===== config.mk =====
export PLATFORM = sky130hd
export DESIGN_NAME = pickup_tracker
export DESIGN_NICKNAME = d
export VERILOG_FILES = /design/src/rtl/pickup_tracker.sv
export SDC_FILE = /design/constraint.sdc
export NUM_CORES = 1
export LEC_CHECK = 0
export CAP_MARGIN = 20
export CORE_MARGIN = 3
export CORE_UTILIZATION = 45
export DETAILED_ROUTE_END_ITERATION = 8
export DONT_BUFFER_PORTS = 1
export HOLD_SLACK_MARGIN = 0.02
export MAX_ROUTING_LAYER = met4
export PLACE_DENSITY = 0.7
export SYNTH_ARGS = -nofsm -noshare
export SYNTH_HDL_FRONTEND = slang
export SYNTH_SLANG_ARGS = --single-unit

===== constraint.sdc =====
create_clock -name clk -period 6.5 [get_ports clk]
set_input_delay 1.3 -clock clk [delete_from_list [all_inputs] [get_ports clk]]
set_output_delay 1.3 -clock clk [all_outputs]
set_load 0.01 [all_outputs]

===== src/rtl/pickup_tracker.sv =====
// Multi-item collectible detector: per-item overlap dwell, lowest-index pickup
// arbitration, per-item cooldown and a goal counter for the game-logic layer.
module pickup_tracker #(
    parameter int N_ITEMS     = 4,
    parameter int POS_W       = 12,
    parameter int PW          = 32,
    parameter int PH          = 32,
    parameter int IW          = 20,
    parameter int IH          = 18,
    parameter int MARGIN      = 5,
    parameter int HOLD_CYCLES = 500,
    parameter int COOLDOWN    = 1000,
    parameter int MAX_COUNT   = 10,
    parameter int CTR_W       = 8,
    parameter int WRAP_MODE   = 1
) (
    input  logic                                           clk,
    input  logic                                           rst,
    input  logic                                           reset,
    input  logic [POS_W-1:0]                               player_x,
    input  logic [POS_W-1:0]                               player_y,
    input  logic [N_ITEMS*POS_W-1:0]                       item_x,
    input  logic [N_ITEMS*POS_W-1:0]                       item_y,
    input  logic [N_ITEMS-1:0]                             item_enable,
    output logic [N_ITEMS-1:0]                             item_active,
    output logic                                           item_taken,
    output logic [((N_ITEMS > 1) ? $clog2(N_ITEMS) : 1)-1:0] taken_idx,
    output logic [CTR_W-1:0]                               pickup_ctr,
    output logic                                           goal_reached
);

    localparam int IDX_W = (N_ITEMS > 1) ? $clog2(N_ITEMS) : 1;
    localparam int DW    = $clog2(HOLD_CYCLES + 1);
    localparam int CW    = (COOLDOWN > 1) ? $clog2(COOLDOWN) : 1;
    localparam int EW    = POS_W + 2;

    localparam logic [EW-1:0]    ITEM_X_REACH   = EW'(IW + MARGIN);
    localparam logic [EW-1:0]    ITEM_Y_REACH   = EW'(IH + MARGIN);
    localparam logic [EW-1:0]    PLAYER_X_REACH = EW'(PW + MARGIN);
    localparam logic [EW-1:0]    PLAYER_Y_REACH = EW'(PH + MARGIN);
    localparam logic [DW-1:0]    DWELL_LAST     = DW'(HOLD_CYCLES - 1);
    localparam logic [DW-1:0]    DWELL_ONE      = DW'(1);
    localparam logic [CW-1:0]    CD_START       = CW'(COOLDOWN - 1);
    localparam logic [CW-1:0]    CD_ONE         = CW'(1);
    localparam logic [CTR_W-1:0] CTR_LAST       = CTR_W'(MAX_COUNT - 1);
    localparam logic [CTR_W-1:0] CTR_MAX        = CTR_W'(MAX_COUNT);
    localparam logic [CTR_W-1:0] CTR_ONE        = CTR_W'(1);

    // Two guard bits so coordinate plus box extent never wraps.
    function automatic logic boxes_overlap(
        input logic [POS_W-1:0] px,
        input logic [POS_W-1:0] py,
        input logic [POS_W-1:0] ix,
        input logic [POS_W-1:0] iy
    );
        logic [EW-1:0] pxe;
        logic [EW-1:0] pye;
        logic [EW-1:0] ixe;
        logic [EW-1:0] iye;
        pxe = {2'b00, px};
        pye = {2'b00, py};
        ixe = {2'b00, ix};
        iye = {2'b00, iy};
        return (pxe < ixe + ITEM_X_REACH) && (pxe + PLAYER_X_REACH > ixe) &&
               (pye < iye + ITEM_Y_REACH) && (pye + PLAYER_Y_REACH > iye);
    endfunction

    logic               clear_s;
    logic [N_ITEMS-1:0] ov_s;
    logic [N_ITEMS-1:0] cand_s;
    logic               win_s;
    logic [IDX_W-1:0]   win_idx_s;
    logic [DW-1:0]      dwell_r    [N_ITEMS];
    logic [CW-1:0]      cooldown_r [N_ITEMS];

    assign clear_s = rst | reset;

    // Overlap and pickup-candidate flags per item
    always_comb begin
        ov_s   = '0;
        cand_s = '0;
        for (int i = 0; i < N_ITEMS; i++) begin
            ov_s[i]   = item_enable[i] & item_active[i] &
                        boxes_overlap(player_x, player_y,
                                      item_x[i*POS_W +: POS_W], item_y[i*POS_W +: POS_W]);
            cand_s[i] = ov_s[i] & (dwell_r[i] == DWELL_LAST);
        end
    end

    // Lowest-index candidate wins; scanning downward leaves the lowest index last
    always_comb begin
        win_s     = |cand_s;
        win_idx_s = '0;
        for (int i = N_ITEMS - 1; i >= 0; i--) begin
            win_idx_s = cand_s[i] ? IDX_W'(i) : win_idx_s;
        end
    end

    // Dwell, cooldown and visibility per item
    always_ff @(posedge clk) begin
        if (clear_s) begin
            item_active <= '1;
            for (int i = 0; i < N_ITEMS; i++) begin
                dwell_r[i]    <= '0;
                cooldown_r[i] <= '0;
            end
        end else begin
            for (int i = 0; i < N_ITEMS; i++) begin
                if (!item_active[i]) begin
                    dwell_r[i] <= '0;
                    if (cooldown_r[i] == '0) begin
                        item_active[i] <= 1'b1;
                    end else begin
                        cooldown_r[i] <= cooldown_r[i] - CD_ONE;
                    end
                end else if (win_s && (win_idx_s == IDX_W'(i))) begin
                    dwell_r[i]     <= '0;
                    item_active[i] <= 1'b0;
                    cooldown_r[i]  <= CD_START;
                end else if (!ov_s[i]) begin
                    dwell_r[i] <= '0;
                end else if (dwell_r[i] != DWELL_LAST) begin
                    dwell_r[i] <= dwell_r[i] + DWELL_ONE;
                end else begin
                    // Losing candidate keeps its full dwell and retries next cycle.
                    dwell_r[i] <= dwell_r[i];
                end
            end
        end
    end

    // Pickup pulse, held index and goal counter
    always_ff @(posedge clk) begin
        if (clear_s) begin
            item_taken   <= 1'b0;
            taken_idx    <= '0;
            pickup_ctr   <= '0;
            goal_reached <= 1'b0;
        end else begin
            item_taken   <= win_s;
            goal_reached <= 1'b0;
            if (win_s) begin
                taken_idx <= win_idx_s;
                if (pickup_ctr == CTR_LAST) begin
                    goal_reached <= 1'b1;
                    pickup_ctr   <= (WRAP_MODE != 0) ? '0 : CTR_MAX;
                end else if (pickup_ctr < CTR_LAST) begin
                    pickup_ctr <= pickup_ctr + CTR_ONE;
                end else begin
                    pickup_ctr <= pickup_ctr;
                end
            end else begin
                taken_idx  <= taken_idx;
                pickup_ctr <= pickup_ctr;
            end
        end
    end

endmodule

==> flow_metrics.py <==
metrics = {
    "run_status": {
        "outcome": "finished clean",
    },
    "power": {
        "p_leak_uw": 0.005088,
        "power_density_nw_per_um2": 145.9,
        "ir_drop_mv": 0.1280,
    },
    "sta": {
        "drv_slew": 0,
        "fin_crit_sh": 0.7571,
        "fin_setup_tns_ns": 0,
        "finClkSkew_ns": 0.009380,
        "holdWs_ns": 0.5362,
        "maxSlewHeadroom": 0.2994,
        "setup_slack_ns": 1.579,
        "min_period_ns": 4.921,
        "setup_viol": 0,
        "hold_viol": 0,
        "rsz0062_at_grt": "false",
        "worst_pin_slew_ns": 1.042,
        "fmax_ghz": 0.2032,
    },
    "critical_path": {
        "start_kind": "primary input",
        "arrival_ns": 4.91,
        "crit_fanout": 10,
        "cp-end-kind": "flip-flop",
        "cp.required_ns": 6.49,
        "worstSetupPathType": "primary input to flip-flop",
        "slowest_stage": "or4_1",
        "slowest_delay_ns": 0.67,
        "path_cells": "ha_1 > o211a_1 > or2_2 > nand3_1 > xnor2_1 > ha_1 > nand3_1 > nor4_1 > a221oi_1 > o311ai_1 > nand2b_1 > or4_1 > and2_1 > nand2_1",
    },
    "placed_design": {
        "hpwlAfterDp_mm": 24.90,
        "portBuffers": 0,
        "placed_area_um2": 11570,
        "dp.cells": 1628,
        "gp_congestion": 0.9271,
        "pre_cts_ws_ns": 1.214,
    },
    "final_layout": {
        "area_delta_synth_final_pct": 6.286,
        "fin_area_um2": 11870,
        "fin_cells": 1644,
        "final_common_cell": "ha_1",
        "antenna_cells": 0,
        "drive_gt1_frac": 0.02727,
        "final_cell_mix": "213 x ha_1, 138 x xnor2_1, 135 x inv_1",
        "fin_nets": 1655,
    },
    "yosys": {
        "synth_flop_cell": "edfxtp_1",
        "yosys-top-cells-area": "ha_1 24%, edfxtp_1 20%, xnor2_1 11%",
        "synth_top_family_by_area": "adder cells",
        "async_reset_ff_frac": 0,
        "ys_seq_area_frac": 0.2331,
        "synth_seq_cells": 92,
        "synth_cell_types": 77,
        "synth_top_area_share": 0.2387,
        "synth-adder-area-share": 0.2387,
        "synth_compound_area_frac": 0.1403,
        "synth-edff-count": 76,
        "ys_warn_count": 0,
        "synth_top_area_cell": "ha_1",
        "syn_avg_cell_area_um2": 8.569,
        "synth_mux_area_frac": 0.002689,
        "synthesis.area_um2": 11170,
        "synth_xor_area_frac": 0.1239,
        "synth-simple-area-share": 0.2119,
        "synth_cells": 1303,
    },
    "route": {
        "drt_pass1_iterations": 5,
        "drc": 0,
        "drtAntennaViolNets": 0,
        "drt_iter0_drc": 626,
        "viasPerCell": 5.758,
        "num_vias": 9466,
        "drt-wirelength-per-cell_um": 17.92,
        "drt-total-wl_mm": 29.46,
    },
    "floorplan": {
        "io_pins": 143,
        "start_util": 0.4591,
        "die_y_um": 163.5,
        "die_area_um2": 26740,
        "rows": 57,
        "core_um2": 24320,
        "dieWidth_um": 163.5,
    },
    "grt": {
        "grt_pass1_vias": 9329,
        "grt_max_degree": 21,
        "antenna_found_initial": 0,
        "grtUsageTotal": 0.2266,
        "grt_pass1_wl_mm": 47.10,
        "gr-total-overflow": 0,
    },
    "clock_network": {
        "cts_max_level": 3,
        "cts-hold-fix-buffers": 0,
        "clkTransAtPathRegs_ns": 0.06,
        "clk_latency_ns": 0.34,
        "cts_tree": "built",
        "cts_buffers": 9,
        "post_cts_buffers": 0,
        "cts_resized": 0,
        "cts_max_path_buffers": 2,
        "clock_sinks": 92,
        "root_buffer": "clkbuf_16",
    },
    "min_path": {
        "hold_class": "flip-flop to flip-flop",
    },
    "flow_run": {
        "max_cap_viol_count": 0,
    },
}
[where the power goes]
group | switching [µW] | leakage [µW] | internal (µW) | total, µW
sequential | 14.2 | 0.000993 | 649 | 663
combinational | 308 | 0.00395 | 242 | 550
clock | 220 | 0.000140 | 298 | 518
[cells in the mapped netlist (12+ instances only)]
library cell	n
o21ai_0	61
edfxtp_1	76
xor2_1	20
o211ai_1	19
dfxtp_1	16
xnor2_1	138
a21o_1	14
nor4_1	21
and3_1	21
nor2b_1	13
ha_1	213
nor3_1	28
nand4_1	31
inv_1	135
and2_1	12
a21oi_1	67
nand3_1	65
nor2_1	115
a211oi_1	14
nand2_1	84
[stage by stage]
| stage | util | total power [µW] |
|---|---|---|
| 3_5_place_dp | 0.4759 | 1217 |
| 6_report | 0.4880 | 1731 |
| 5_1_grt | 0.4880 | 1850 |
| 2_1_floorplan | - | 1092 |
| 4_1_cts | 0.4880 | 1736 |
| 3_3_place_gp | 0.4759 | 1202 |
[final cells by class]
type,instances,area [µm²]
Clock buffer,10,229.0
Clock inverter,6,63.81
Fill cell,2308,12450
Inverter,135,506.7
Multi-Input combinational cell,1075,8045
Sequential cell,92,2603
Tap cell,324,405.4
Timing Repair Buffer,2,15.01
[cell families (layout without fill, tap and decap cells)]
logic type | count (synthesis) | count (layout)
multiplexers | 3 | 3
buffers and inverters | 144 | 153
AO/OA/AOI/OAI | 237 | 237
other | 1 | 9
AND/OR/NAND/NOR | 455 | 455
adder cells (fa/ha/maj) | 213 | 213
flip-flops | 92 | 92
XOR/XNOR | 158 | 158
[routing by layer]
layer / routed length [µm] / up-vias / GRT usage
met5: 0 / - / -
li1: - / 4758 / -
met3: 2361 / 53 / 0.06391
met1: 12770 / 4389 / 0.2746
met2: 13480 / 266 / 0.3698
met4: 847 / 0 / 0.06459
[flip-flops by register name (all words and copies together) (netlist names)]
register / flops
item_active: 4
dwell_r: 36
goal_reached: 1
item_taken: 1
pickup_ctr: 8
cooldown_r: 40
taken_idx: 2
[path summary, 6_finish.rpt]
kind / startpoint / endpoint / slack (ns) / depth (start not counted)
setup / recovery: player_y[0] / cooldown_r[0][7] / 1.58 / 14
setup reg to reg: cooldown_r[0][2] / cooldown_r[0][7] / 3.32 / 6
hold / removal: pickup_ctr[5] / pickup_ctr[5] / 0.54 / 1
hold reg to reg: pickup_ctr[5] / pickup_ctr[5] / 0.54 / 1
[worst max-delay path: cells and delay by family]
family / cells / cell delay (ns)
XOR/XNOR: 1 / 0.24
AND/OR/NAND/NOR: 8 / 2.11
adder cells (fa/ha/maj): 2 / 0.56
AO/OA/AOI/OAI: 3 / 0.70
(Power assumes the default switching activity.)
